$ cat src/rtl/alu_branch_unit.sv
// Datapath core: operand negate/immediate selects, 8-bit ALU with zero flag, and branch/jump PC.
// Optional BNE_EN macro adds a bneselect input for branch-if-not-zero.
module alu_branch_unit (
  input  logic        CLK,
  input  logic        RESET,
  input  logic [7:0]  data1,
  input  logic [7:0]  regout2,
  input  logic [7:0]  immediate,
  input  logic [7:0]  offset,
  input  logic [2:0]  aluop,
  input  logic        negselect,
  input  logic        imselect,
  input  logic        jumpselect,
  input  logic        beqselect,
`ifdef BNE_EN
  input  logic        bneselect,
`endif
  output logic [7:0]  alu_result,
  output logic        zero,
  output logic [31:0] pc
);

  logic [7:0]  neg_out;
  logic [7:0]  data2;
  logic [31:0] pc_q;
  logic [31:0] pc_d;
  logic [31:0] pc_plus4;
  logic [31:0] target;
  logic        take;

  assign neg_out = negselect ? (8'h00 - regout2) : regout2;
  assign data2   = imselect ? immediate : neg_out;

  always_comb begin
    alu_result = 8'h00;
    case (aluop)
      3'b000:  alu_result = data2;
      3'b001:  alu_result = data1 + data2;
      3'b010:  alu_result = data1 & data2;
      3'b011:  alu_result = data1 | data2;
      default: alu_result = 8'h00;
    endcase
  end

  assign zero = (alu_result == 8'h00);

  // Offset counts words, so it is sign-extended and scaled by 4.
  assign pc_plus4 = pc_q + 32'd4;
  assign target   = pc_plus4 + {{22{offset[7]}}, offset, 2'b00};

`ifdef BNE_EN
  assign take = jumpselect | (beqselect & zero) | (bneselect & ~zero);
`else
  assign take = jumpselect | (beqselect & zero);
`endif

  assign pc_d = take ? target : pc_plus4;

  always_ff @(posedge CLK) begin
    if (RESET) begin
      pc_q <= 32'h0000_0000;
    end else begin
      pc_q <= pc_d;
    end
  end

  assign pc = pc_q;

endmodule

$ cat config.mk
export PLATFORM = sky130hd
export DESIGN_NAME = alu_branch_unit
export DESIGN_NICKNAME = d
export VERILOG_FILES = /design/src/rtl/alu_branch_unit.sv
export SDC_FILE = /design/constraint.sdc
export NUM_CORES = 1
export LEC_CHECK = 0
export ABC_CLOCK_PERIOD_IN_PS = 4000
export CORE_ASPECT_RATIO = 0.9
export CORE_MARGIN = 3
export CORE_UTILIZATION = 51
export CTS_BUF_LIST = sky130_fd_sc_hd__clkbuf_4 sky130_fd_sc_hd__clkbuf_8
export CTS_CLUSTER_SIZE = 30
export DETAILED_ROUTE_END_ITERATION = 10
export DONT_BUFFER_PORTS = 1
export PLACE_DENSITY = 0.66
export SYNTH_ARGS = -nofsm -noshare
export SYNTH_HDL_FRONTEND = slang
export SYNTH_SLANG_ARGS = --single-unit
$ cat constraint.sdc
create_clock -name CLK -period 4 [get_ports CLK]
set_clock_uncertainty 0.05 [all_clocks]
set_input_delay 0.6 -clock CLK [delete_from_list [all_inputs] [get_ports CLK]]
set_output_delay 0.6 -clock CLK [all_outputs]
set_load 0.01 [all_outputs]
After elaboration in Yosys (flattened, before gate mapping). Cells that the tools add are included.

Register bits: 32. Input port bits: 41. Output and inout bits: 41. Word-level logic and storage cells: 18.

$add $sub $neg: 4. Eq/ne operators: 3. Multiplexer cells: 4. Bitwise logic cells: 4. Reductions and logical operators: 2.

Operators with widths (number): adder 32 x 3 -> 32 bit (second input constant) (1); adder 32 bit (1); 2-to-1 mux 32 bit (1); case mux 8 bit (4 select lines) (1); 2-to-1 mux 8 bit (2); adder 8 bit (1); AND 8 bit (1); logical NOT 8 bit (1); OR 8 bit (1); subtractor 1 x 8 -> 8 bit (first input constant) (1); == test 3 x 2 -> 1 bit (second input constant) (2); == test 3 x 1 -> 1 bit (second input constant) (1); logical NOT 3 bit (1); AND 1 bit (1); OR 1 bit (1).

Longest topological paths before layout. Gate-level depths: netlist of the first run.

Depth after elaboration: 9. Depth in mapped cells: 19. Depth with buffers taken out: 17.

Worst setup path after synthesis of the first run. No wires, ideal clock.

Path type: in2out. Start point: input port regout2[0]. End point: output port zero. Arrival: 3192 ps. Data required time: 3350 ps. Slack: 158 ps. Stages on the path: 14. Path buffers: 0. Path through: inv_1 > ha_1 > nor3b_1 > or3_1 > a31oi_1 > inv_1 > ha_1 > o21ai_1 > a21o_1 > a311oi_1 > o221ai_2 > nor3_2 > nand2_1 > nor3_1.

Cells in the longest elaborated chain, start to end: 6. Elaborated cells between the ends (all ways): 8. Those cells by class: add/sub (2); mux (3); bitwise (2); reduce/logical (1).

Ends and longest elaborated chain: start, declared (line 7) `input logic [7:0] regout2,`; subtractor 1 x 8 -> 8 bit (line 31) `assign neg_out = negselect ? (8'h00 - regout2) : regout2;`; 2-to-1 mux 8 bit (*) (line 31); 2-to-1 mux 8 bit (*) (line 32) `assign data2 = imselect ? immediate : neg_out;`; adder 8 bit (tied with other cells) (line 38) `3'b001: alu_result = data1 + data2;`; case mux 8 bit (4 select lines) (*) (line 36) `case (aluop)`; named net alu_result[6] (line 18) `output logic [7:0] alu_result,`; logical NOT 8 bit (*) (line 45) `assign zero = (alu_result == 8'h00);`; end, declared (line 19) `output logic zero,`.

The timed path passes the listed nets; every way through them passes the cells marked *.

Worst setup path in the final report of the first run.
Start point: input port regout2[0]. End point: output port zero.

Cells in the longest elaborated chain, start to end: 6. Elaborated cells between the ends (all ways): 8. Those cells by class: add/sub (2); mux (3); bitwise (2); reduce/logical (1).

Ends and longest elaborated chain (line): subtractor 1 x 8 -> 8 bit (31); 2-to-1 mux 8 bit (*) (31); 2-to-1 mux 8 bit (*) (32); adder 8 bit (tied with other cells) (38); case mux 8 bit (4 select lines) (*) (36); logical NOT 8 bit (*) (45).

Mark *: on every way between the ends. The rest lies on a longest branch, timed or not.

==> results of run 1 <==
[layout make-up]
class                      count  area, um^2  area share (%)
inverter                      40       151.4           3.103
sequential                    30       603.1           12.36
tap                           96       120.1           2.462
clock buffer                   6       82.58           1.692
timing repair buffer          60       466.7           9.564
multi-input combinational    476        3443           70.56
clock inverter                 2       12.51          0.2564
[where the power goes]
group	switching (W)	leakage, nW	internal (W)
Sequential	0.0000907	0.249	0.000366
Combinational	0.000608	1.91	0.000530
Clock	0.000128	0.0472	0.000138
Total	0.000827	2.21	0.00103
[per-layer routing]
| metal | vias to the layer above | global-route usage [%] |
|---|---|---|
| li1 | 2139 | - |
| met1 | 1956 | 31.35 |
| met2 | 131 | 39.92 |
| met3 | 20 | 5.475 |
| met4 | 0 | 6.423 |
| met5 | - | 0 |
[what timing repair did]
item,CTS,global route
setup buffers,0,3
setup endpoints to repair,0,15
resized for setup,0,21
[worst max-delay path, delay by kind of cell]
kind	cells	cell delay, ns
and+or+nand+nor	6	1.25
buffers and inverters	5	0.44
AOI/OAI and AO/OA	2	0.41
adders and majority gates	2	0.51
[cells in the final DEF (no fill, tap or decap), types with 3 or more instances in the layout]
cell type	n
sky130_fd_sc_hd__o21bai_1	5
sky130_fd_sc_hd__and4_1	3
sky130_fd_sc_hd__inv_1	37
sky130_fd_sc_hd__dfxtp_1	28
sky130_fd_sc_hd__o21a_1	5
sky130_fd_sc_hd__nor3_2	4
sky130_fd_sc_hd__a211o_1	3
sky130_fd_sc_hd__a31oi_1	6
sky130_fd_sc_hd__or3_1	4
sky130_fd_sc_hd__a221o_1	3
sky130_fd_sc_hd__o21ai_1	5
sky130_fd_sc_hd__nor2_1	76
sky130_fd_sc_hd__nand3_1	16
sky130_fd_sc_hd__and3_1	4
sky130_fd_sc_hd__xnor2_2	3
sky130_fd_sc_hd__or2_2	3
sky130_fd_sc_hd__nor4_1	3
sky130_fd_sc_hd__mux2i_1	13
sky130_fd_sc_hd__o31ai_1	4
sky130_fd_sc_hd__nand3b_1	5
sky130_fd_sc_hd__clkbuf_8	6
sky130_fd_sc_hd__nor2b_1	3
sky130_fd_sc_hd__nor3b_1	6
sky130_fd_sc_hd__o211ai_1	3
sky130_fd_sc_hd__o2111ai_1	3
sky130_fd_sc_hd__buf_4	58
sky130_fd_sc_hd__a211oi_1	7
sky130_fd_sc_hd__xor2_1	18
sky130_fd_sc_hd__nand4_1	10
sky130_fd_sc_hd__xnor2_1	30
sky130_fd_sc_hd__nand2_1	39
sky130_fd_sc_hd__nand2b_1	7
sky130_fd_sc_hd__and4b_1	3
sky130_fd_sc_hd__o21ai_0	16
sky130_fd_sc_hd__ha_1	46
sky130_fd_sc_hd__a21o_1	15
sky130_fd_sc_hd__nor3_1	13
sky130_fd_sc_hd__o31a_1	3
sky130_fd_sc_hd__a21oi_1	40
[kinds of logic after synthesis]
group | synth area share [%]
AND/OR/NAND/NOR | 26.64
AO/OA/AOI/OAI | 23.51
buffers and inverters | 6.123
XOR/XNOR | 10.66
adder cells (fa/ha/maj) | 14.99
flip-flops | 14.34
multiplexers | 3.644
other | 0.08952
[metrics by stage]
stage | utilization (%) | worst slack, ns | area [um^2]
floorplan | - | 0.1579 | 4193
global placement | 59.97 | 0.02343 | 4659
detailed placement | 59.97 | -0.08362 | 4659
CTS | 61.19 | 0.006674 | 4755
global route | 62.80 | -0.04768 | 4880
finish | 62.80 | 0.1408 | 4880
[worst max path at each step]
stage | start | end | slack (ns)
5_1_grt | regout2[0] | zero | -0.05
3_5_place_dp | regout2[0] | pc[19] | -0.08
4_1_cts | pc[5] | pc[29] | 0.007
6_report | regout2[0] | zero | 0.14
2_1_floorplan | regout2[0] | zero | 0.16
3_3_place_gp | regout2[0] | pc[19] | 0.02
==> results summary, run 1 <==
The upper clock frequency limit came out at 259.1 MHz. In this run the remaining antenna-violating nets after routing total 0. In this run the number of H-tree levels came out at 2. The average wire per cell in the routed design came out at 16.10 um. The routed via count came out at 4,246. The total length of routed wires came out at 11,430 um. Measured against its own limit, the worst slew margin works out to 59.13%. The met1 routed wirelength after detailed routing is 5174 um. The detailed placer's ending HPWL came out at 9155 um.

In the synthesized netlist, the cells that appear most often are sky130_fd_sc_hd__nor2_1, sky130_fd_sc_hd__ha_1, sky130_fd_sc_hd__a21oi_1. The filler cells instantiated in the layout total 702. The number of buffers created by CTS is 5. The per-instance average area after synthesis is 7.427 um^2. The total of hold buffers inserted after clock tree synthesis is 0. The mean number of vias per cell came out at 5.980. The initial antenna violation count is 0. The end point of the worst hold path is pc[30]. The starting DRC count in detailed routing came out at 110.

Data on the critical path arrives at its endpoint at 3.21 ns. The required arrival time at the worst endpoint came out at 3.35 ns. The area share of the leading cell type in the synthesized netlist is 14.34%. The count of final hold-check violations came out at 0.

The overall power consumption came out at 0.001862 W. The clock transition at the registers of the reported paths came out at 0.07 ns. The worst register-to-register path begins at pc[3].

The insertion delay to the later sink of the worst-skew pair is 0.28 ns. The run finished with clean final reports. The routed design uses 689 um of met3 wire. STA classifies the critical path endpoint as a primary output. The logic depth of the worst register-to-register path is 17. The max-slew violation count is 0. The post-synthesis sequential area ratio is 14.34%. The number of setup violations in the final report is 0. The flip-flop cell with the highest count after synthesis is sky130_fd_sc_hd__dfxtp_1. The worst hold path begins at RESET. The number of detailed-route iterations in the first pass came out at 5. The number of enable flip-flop cells after synthesis is 0. The warning count from the yosys run came out at 0. The global-route wire length before repair came out at 18,810 um. The number of sinks on the clock net is 30. The slack of the worst reg-to-reg path came out at 0.25 ns. The cell taking the most area after synthesis is sky130_fd_sc_hd__dfxtp_1.

The starting utilization of the core area came out at 53.91%. The worst voltage drop across the vdd grid came out at 0.1887 mV. By area the synthesized netlist is led by sky130_fd_sc_hd__dfxtp_1, sky130_fd_sc_hd__ha_1, sky130_fd_sc_hd__xnor2_1. After synthesis, the netlist uses 75 different library cells. For this run, asynchronously set or reset flops after synthesis account for 0%.

Adding up every negative setup slack in the final design gives 0 ns. The count of boundary I/O pins came out at 82. The die covers 0.009339 mm^2.

TritonCTS built the clock tree. The flip-flop count of the largest register, all copies and words added is 30. In the detailed route, the total length drawn on met2 is 5353 um. The final worst-path cycle share came out at 96.48%. The worst min-delay path category is in -> reg. The maximum number of pins on one net before global-route repair is 33.

Max-cap violations in this run came to 0. The power density normalized to cell area came out at 381.6 mW/mm^2. The largest single stage delay on the critical path is 0.30 ns. The number of standard cells after synthesis came out at 564. The residual DRC count came out at 0. The number of global-route vias before repair is 4,035.

0 antenna diodes ended up in the layout. Input and output buffers added on the ports amount to 0. Walking the worst path, the cells encountered are inv_1 -> ha_1 -> nor3b_1 -> or3_1 -> a31oi_1 -> inv_1 -> ha_1 -> buf_4 -> nand4b_1 -> and4b_1 -> o211a_1 -> nor3_4 -> inv_2 -> nor3_2 -> buf_4. The highest net fanout along the worst path came out at 4. The slew at the pin closest to its max-slew limit is 0.6117 ns. The post-layout instance count excluding filler cells is 710. The height of the chip came out at 91.98 um. The worst slack on hold paths came out at 0.3274 ns. The placement row count came out at 30. The summed instance area of the synthesized netlist is 0.004189 mm^2. The floorplan step set the die width to 101.5 um. The final critical-path required period is 3.859 ns. Of the cells placed in the final design, the portion with a size suffix greater than 1 is 16.61%. Counting instances, the worst hold path has a depth of 1. The relative area change from synthesis to final layout is 16.49%. In this run the clock root is driven by a sky130_fd_sc_hd__clkbuf_8.

The worst setup path is launched from an input pin. The worst-path cell with the longest stage delay is sky130_fd_sc_hd__or3_1. At the end of the flow, the number of nets in the layout was 703.

By instance count, the leading cell after synthesis is sky130_fd_sc_hd__nor2_1. The endpoint identified for the worst register-to-register timing path is pc[31]. The flip-flop and latch count after synthesis is 30. The highest routed metal layer is met4. The core area is 0.007770 mm^2. For this run, the total global-route usage over all layers was measured as 24.14%.

At the end of routability-driven placement, the weighted congestion stood at 0.8918. The worst setup path is of the in -> out kind. The number of cells after detailed placement came out at 699. The leakage power of the design came out at 2.208 nW. The total congestion overflow after global routing came out at 0. The number of buffers on the longest clock path is 2.
(Power assumes the default switching activity.)
==> run 2, diff against run 1 <==
CELL_PAD_IN_SITES_DETAIL_PLACEMENT = 1   (was not set)
CELL_PAD_IN_SITES_GLOBAL_PLACEMENT = 1   (was not set)
CORE_UTILIZATION = 48   (was 51)
PLACE_DENSITY = not set   (was 0.66)
PLACE_DENSITY_LB_ADDON = 0.1   (was not set)
==> run 2 against run 1 <==
Effect of this change:
- routed wire length is 23% higher
- core utilization is 2.7 points lower
- total power up 2.5%
- first-iteration DRC count grew 48%
- largest cell class unchanged
==> results summary, run 2 (synthesized netlist as in run 1, its figures left out) <==
The total of hold buffers inserted after clock tree synthesis came out at 0. The horizontal die dimension came out at 104.5 um. Leaving out fill and tap cells, the most frequent cell in the layout is sky130_fd_sc_hd__nor2_1. The signal arrival time at the worst endpoint came out at 3.26 ns. TritonCTS created 5 clock buffers. The placement row count came out at 31. The worst setup path is captured at a primary output. For this block, the routed nets add up to 14,100 um of wire. The signal on the critical path passes through inv_1 -> ha_2 -> and2b_1 -> or4_1 -> and3_2 -> ha_4 -> nand3b_1 -> nand3_1 -> a311oi_2 -> o221ai_2 -> nor3_4 -> nand2_1 -> nor3_2 -> buf_4. The worst path in the final design needs a cycle of 3.905 ns, including I/O delays and setup.

Summed over all layers, the global routing overflow is 0. The number of fill cells came out at 1,070. After legalization and detailed placement, the total HPWL measured 10,970 um. TritonCTS built the clock tree. Setup violations remaining at the end of the flow were counted as 0. The max-slew violation count was 0. Counting along the longest clock path gives a buffer depth of 2. The residual DRC count came out at 0. The all-layer global routing usage came out at 26.95%. The highest net fanout along the worst path is 6. The mean number of vias per cell came out at 6.111. Summing over every cut layer, the via total after detailed routing is 4,449. The insertion delay to the later sink of the worst-skew pair came out at 0.28 ns. The biggest cell delay along the critical path is 0.38 ns. The H-tree level count came out at 2.

The required arrival time at the worst endpoint came out at 3.35 ns. The register with the most flip-flops in the layout has 30 of them. The count of final hold-check violations is 0. STA classifies the critical path startpoint as an input pin.

The initial antenna violation count is 0. The routability congestion estimate from global placement is 0.8793. The first global-routing pass estimated 22,140 um of wire. In this run the power density over the cells is 384.1 mW/mm^2. The first element of the critical path is regout2[0]. The average wire per cell in the routed design came out at 19.36 um.

Entering global routing, the biggest net connects 33 pins. The antenna diode count is 0. The tool flagged a number of max-cap violations equal to 0.

The worst hold path begins at RESET. The path class of the tightest hold or removal check is in -> reg. The clock transition at the registers of the reported paths came out at 0.07 ns.

The placed instances occupy a cell area of 0.004641 mm^2. The root buffer cell chosen for the clock tree is sky130_fd_sc_hd__clkbuf_8. Among all stages on the critical path, the largest delay is contributed by sky130_fd_sc_hd__or4_1. The number of detailed-route iterations in the first pass is 4. The post-layout net count is 703. The final worst-path cycle share came out at 97.63%. The number of global-route vias before repair was 4,567. The core area came out at 0.008262 mm^2.

The reg-to-reg startpoint is pc[2]. The cell area after layout is 0.004969 mm^2. The upper clock frequency limit is 256.1 MHz. The starting DRC count in detailed routing came out at 163. The relative area change from synthesis to final layout came out at 18.61%.

In the layout the commonest cells are sky130_fd_sc_hd__nor2_1, sky130_fd_sc_hd__buf_4, sky130_fd_sc_hd__ha_1. The die area is 0.009885 mm^2. The number of nets still failing antenna checks after routing is 0. The design draws 0.001908 W.

The number of sinks on the clock net came out at 30. The height of the chip came out at 94.63 um. The critical path contains buffers and inverters numbering 2 combined. The share of post-route cells with drive strength above 1 came out at 18.92%.

The slew at the pin closest to its max-slew limit is 0.5209 ns. The worst voltage drop across the vdd grid is 0.2217 mV. The critical path is of the in -> out type.

The count of boundary I/O pins came out at 82. The category of cells accounting for the largest share of critical-path delay is simple AND/OR/NAND/NOR gates. The number of port buffers came out at 0. The worst pin sits at a relative slew slack of 65.01%.

The initial utilization of the core area, before any placement, comes to 50.70%. The leakage power of the design came out at 2.217 nW. The flow ran to the end, and the final reports show no timing, DRC or antenna violations.
-- run 2: changes by cell type in the layout (fill, tap and decap cells not counted), sizes merged --
cell | previous run | this run
clkbuf | 6 | 5
clkinvlp | 1 | 0
clkinv | 2 | 3
-- run 2: metrics by stage --
stage               setup slack (ns)  util (%)  hold WS, ns  TNS (ns)  std cells
CTS                          0.01029     57.56       0.3283         0        721
global placement            -0.04664     56.17       0.5981  -0.08438        714
floorplan                     0.1579         -       0.5393         0        565
finish                       0.09470     60.14       0.3339         0        728
detailed placement           -0.2279     56.17       0.6106    -2.495        714
global route                -0.06858     60.14       0.3189   -0.2426        728
-- run 2: worst reg2reg max path, delay by kind of cell, from the launching register on --
family / cells / cell delay, ns
flops: 1 / 0.36
buf+inv: 3 / 0.56
fa+ha+maj: 1 / 0.35
xor+xnor: 1 / 0.25
mux: 2 / 0.49
simple gates: 8 / 1.39
compound gates: 2 / 0.31
-- run 2: where the power goes --
| group | leakage (nW) | switching (W) | internal (W) | total [W] |
|---|---|---|---|---|
| clock network | 0.0438 | 0.000125 | 0.000117 | 0.000242 |
| logic | 1.93 | 0.000678 | 0.000540 | 0.00122 |
| registers | 0.248 | 0.0000832 | 0.000365 | 0.000449 |
-- run 2: final cells by class --
| cell class | instances | area (um^2) | area share (%) |
|---|---|---|---|
| sequential | 30 | 600.6 | 12.09 |
| inverter | 40 | 151.4 | 3.047 |
| timing repair buffer | 60 | 457.9 | 9.217 |
| clock buffer | 5 | 68.82 | 1.385 |
| clock inverter | 2 | 10.01 | 0.2015 |
| tap | 115 | 143.9 | 2.896 |
| multi-input combinational | 476 | 3536 | 71.17 |
-- run 2: path summary, 6_finish.rpt --
| path | to | slack [ns] | cells past startpoint |
|---|---|---|---|
| max | zero | 0.09 | 14 |
| min | pc[26] | 0.33 | 1 |
| max reg2reg | pc[31] | 0.19 | 17 |
| min reg2reg | pc[31] | 0.63 | 3 |
-- run 2: metal layers --
| metal | vias up | wire [um] | global-route usage [%] |
|---|---|---|---|
| met4 | 0 | 199 | 5.648 |
| met2 | 118 | 6942 | 48.01 |
| met3 | 18 | 660 | 4.443 |
| li1 | 2134 | - | - |
| met5 | - | 0 | 0 |
| met1 | 2179 | 6292 | 34.49 |
-- run 2: repair_timing --
item | CTS | global route
setup endpoints to repair | 2 | 29
pin swaps | 1 | 15
resized for setup | 6 | 37
setup buffers | 0 | 7
==> run 3, diff against run 2 <==
ABC_CLOCK_PERIOD_IN_PS = not set   (was 4000)
CORE_UTILIZATION = 47   (was 48)
CTS_BUF_LIST = not set   (was sky130_fd_sc_hd__clkbuf_4 sky130_fd_sc_hd__clkbuf_8)
==> run 3 against run 2 <==
Effect of this change:
- final cell count increased by 0.96%
- sequential share of layout area unchanged
- via count increased by 0.22%
- fmax decreased by 0.64%
- critical path type is now in -> reg
- critical endpoint is now pc[31]
- largest cell class unchanged
==> results summary, run 3 (synthesized netlist as in run 1, its figures left out) <==
The biggest cell delay along the critical path is 0.47 ns. The max-capacitance violation count came out at 0. The relative area change from synthesis to final layout is 18.61%. The starting DRC count in detailed routing came out at 206. The number of port buffers came out at 0. The number of buffers on the longest clock path is 2.

The max-slew violation count is 0. Of the available clock period, the critical path in the final layout requires 98.26%. The total of hold buffers inserted after clock tree synthesis came out at 0. The total congestion overflow after global routing is 0. The register with the most flip-flops in the layout has 30 of them. The power density normalized to cell area came out at 398.5 mW/mm^2. The slew at the pin closest to its max-slew limit is 0.5186 ns.

The highest net fanout along the worst path is 6. The core area came out at 0.008608 mm^2. The height of the chip came out at 95.57 um. The number of global-route vias before repair is 4,440.

In this run the most critical hold path is launched from RESET. The number of detailed-route iterations in the first pass is 4. In this run the count of I/O pins placed on the die edge is 82. For this design, the slowest cell found on the critical path is sky130_fd_sc_hd__or3b_2. The critical setup path kind is in -> reg.

The number of sinks on the clock net is 30. The worst register-to-register path begins at pc[2]. Leaving out fill and tap cells, the most frequent cells in the layout are sky130_fd_sc_hd__nor2_1, sky130_fd_sc_hd__buf_4, sky130_fd_sc_hd__ha_1.

The post-layout instance count excluding filler cells is 735. The horizontal die dimension came out at 105.5 um. STA classifies the critical path endpoint as a flop. The setup slack at placement is -0.2528 ns. Among cell families on the critical path, the largest total delay comes from simple AND/OR/NAND/NOR gates. The required arrival time at the worst endpoint is 4.18 ns. The signal arrival time at the worst endpoint is 4.11 ns. The all-layer global routing usage is 26.22%. The H-tree level count came out at 2. The most prevalent standard cell on the critical path is sky130_fd_sc_hd__buf_4.

Once the floorplan was initialized, standard cells occupied 48.66% of the core. The first global-routing pass estimated 21,640 um of wire. The average wire per cell in the routed design came out at 19.27 um. For this run, the post-layout net count is 705. The placement row count came out at 32. The number of buffers created by CTS came out at 5. The antenna diode count came out at 0. The upper clock frequency limit is 254.4 MHz.

The number of nets still failing antenna checks after routing is 0. The total length of routed wires came out at 14,170 um. Walking the worst path, the cells encountered are inv_1 -> ha_1 -> and2b_1 -> or4_1 -> and3_1 -> ha_4 -> or3b_2 -> nand3_1 -> a311oi_2 -> o221ai_2 -> nor3_2 -> buf_4 -> a41oi_4 -> buf_4 -> a211oi_1 -> mux2i_2 -> mux2i_1. The post-layout worst setup margin is 0.06954 ns.

The leakage power of the design came out at 2.226 nW. The most frequent standard cell in the layout excluding fill and tap cells is sky130_fd_sc_hd__nor2_1. The routability congestion estimate from global placement is 0.9286. The number of setup violations in the final report is 0. The clock transition at the registers of the reported paths is 0.08 ns. The worst min-delay path category is in -> reg. The insertion delay to the later sink of the worst-skew pair came out at 0.30 ns. TritonCTS built the clock tree. The maximum number of pins on one net before global-route repair is 33. The number of cells after detailed placement is 719. The startpoint type of the worst setup path is an input pin.

The floorplan step defined a die boundary enclosing 0.01008 mm^2. The first element of the critical path is regout2[0]. The worst voltage drop across the vdd grid came out at 0.1878 mV.

The share of post-route cells with drive strength above 1 is 18.67%. The mean number of vias per cell came out at 6.067. The residual DRC count came out at 0. The worst pin sits at a relative slew slack of 65.16%.

The wire-length estimate of the detail-placed layout is 10,630 um. The tree is rooted in a sky130_fd_sc_hd__clkbuf_8. The flow ran to the end, and the final reports show no timing, DRC or antenna violations.

The routed via count came out at 4,459. The initial antenna violation count came out at 0. The final critical-path required period is 3.930 ns. The count of final hold-check violations came out at 0. The critical path buffer and inverter count is 3.
==> run 3: cell type report <==
type                    count  area (um^2)
multi-input cells         476         3490
well taps                 119        148.9
clock buffers               5        68.82
clock inverters             3        40.04
flip-flops and latches     30        600.6
fillers                  1114         3640
repair buffers             62        469.2
inverters                  40        151.4
==> run 3: routing by layer <==
| metal | global-route usage, % | part of all wire (%) | vias up |
|---|---|---|---|
| met5 | 0 | 0 | - |
| met4 | 3.883 | 1.6 | 0 |
| met3 | 4.942 | 5.6 | 20 |
| met2 | 47.66 | 49 | 127 |
| met1 | 33.10 | 44 | 2178 |
| li1 | - | - | 2134 |
==> run 3: per-stage QoR <==
stage               cell area (um^2)  utilization (%)  hold slack [ns]   TNS, ns  power (W)
global placement                4653            54.06           0.5978  -0.01512   0.001532
CTS                             4770            55.41           0.3128         0   0.001912
finish                          4969            57.72           0.3199         0   0.001980
floorplan                       4193                -           0.5393         0   0.001252
detailed placement              4653            54.06           0.6111    -1.054   0.001577
global route                    4969            57.72           0.3084   -0.2987   0.002132
==> run 3: path summary, 6_finish.rpt <==
path            end  slack (ns)  cells past startpoint
min reg2reg  pc[31]        0.61                      3
max reg2reg  pc[31]        0.23                     16
min          pc[25]        0.32                      1
max          pc[31]        0.07                     17
==> run 3: what timing repair did <==
| item | in CTS | in global routing |
|---|---|---|
| endpoints found under the hold margin | 0 | 0 |
| pin swaps | 1 | 10 |
| buffers inserted | 1 | 7 |
| setup endpoints to repair | 1 | 20 |
| gates resized for setup | 1 | 35 |
==> run 3: where the power goes <==
part           internal [W]  leakage, nW  switching, W
sequential         0.000365        0.248     0.0000800
clock              0.000183       0.0579      0.000135
combinational      0.000546         1.92      0.000670
==> run 3: worst reg2reg max path: stages, from the launching register on <==
cell,delay (ns)
sky130_fd_sc_hd__dfxtp_1,0.34
sky130_fd_sc_hd__ha_1,0.21
sky130_fd_sc_hd__inv_1,0.09
sky130_fd_sc_hd__or3_1,0.44
sky130_fd_sc_hd__nor3_2,0.20
sky130_fd_sc_hd__buf_4,0.15
sky130_fd_sc_hd__and4_1,0.25
sky130_fd_sc_hd__nand2_1,0.08
sky130_fd_sc_hd__xnor2_1,0.18
sky130_fd_sc_hd__ha_1,0.36
sky130_fd_sc_hd__and3_1,0.23
sky130_fd_sc_hd__nand3_1,0.11
sky130_fd_sc_hd__o21ai_2,0.20
sky130_fd_sc_hd__buf_4,0.15
sky130_fd_sc_hd__o2bb2ai_1,0.15
sky130_fd_sc_hd__mux2i_2,0.33
sky130_fd_sc_hd__mux2i_1,0.20
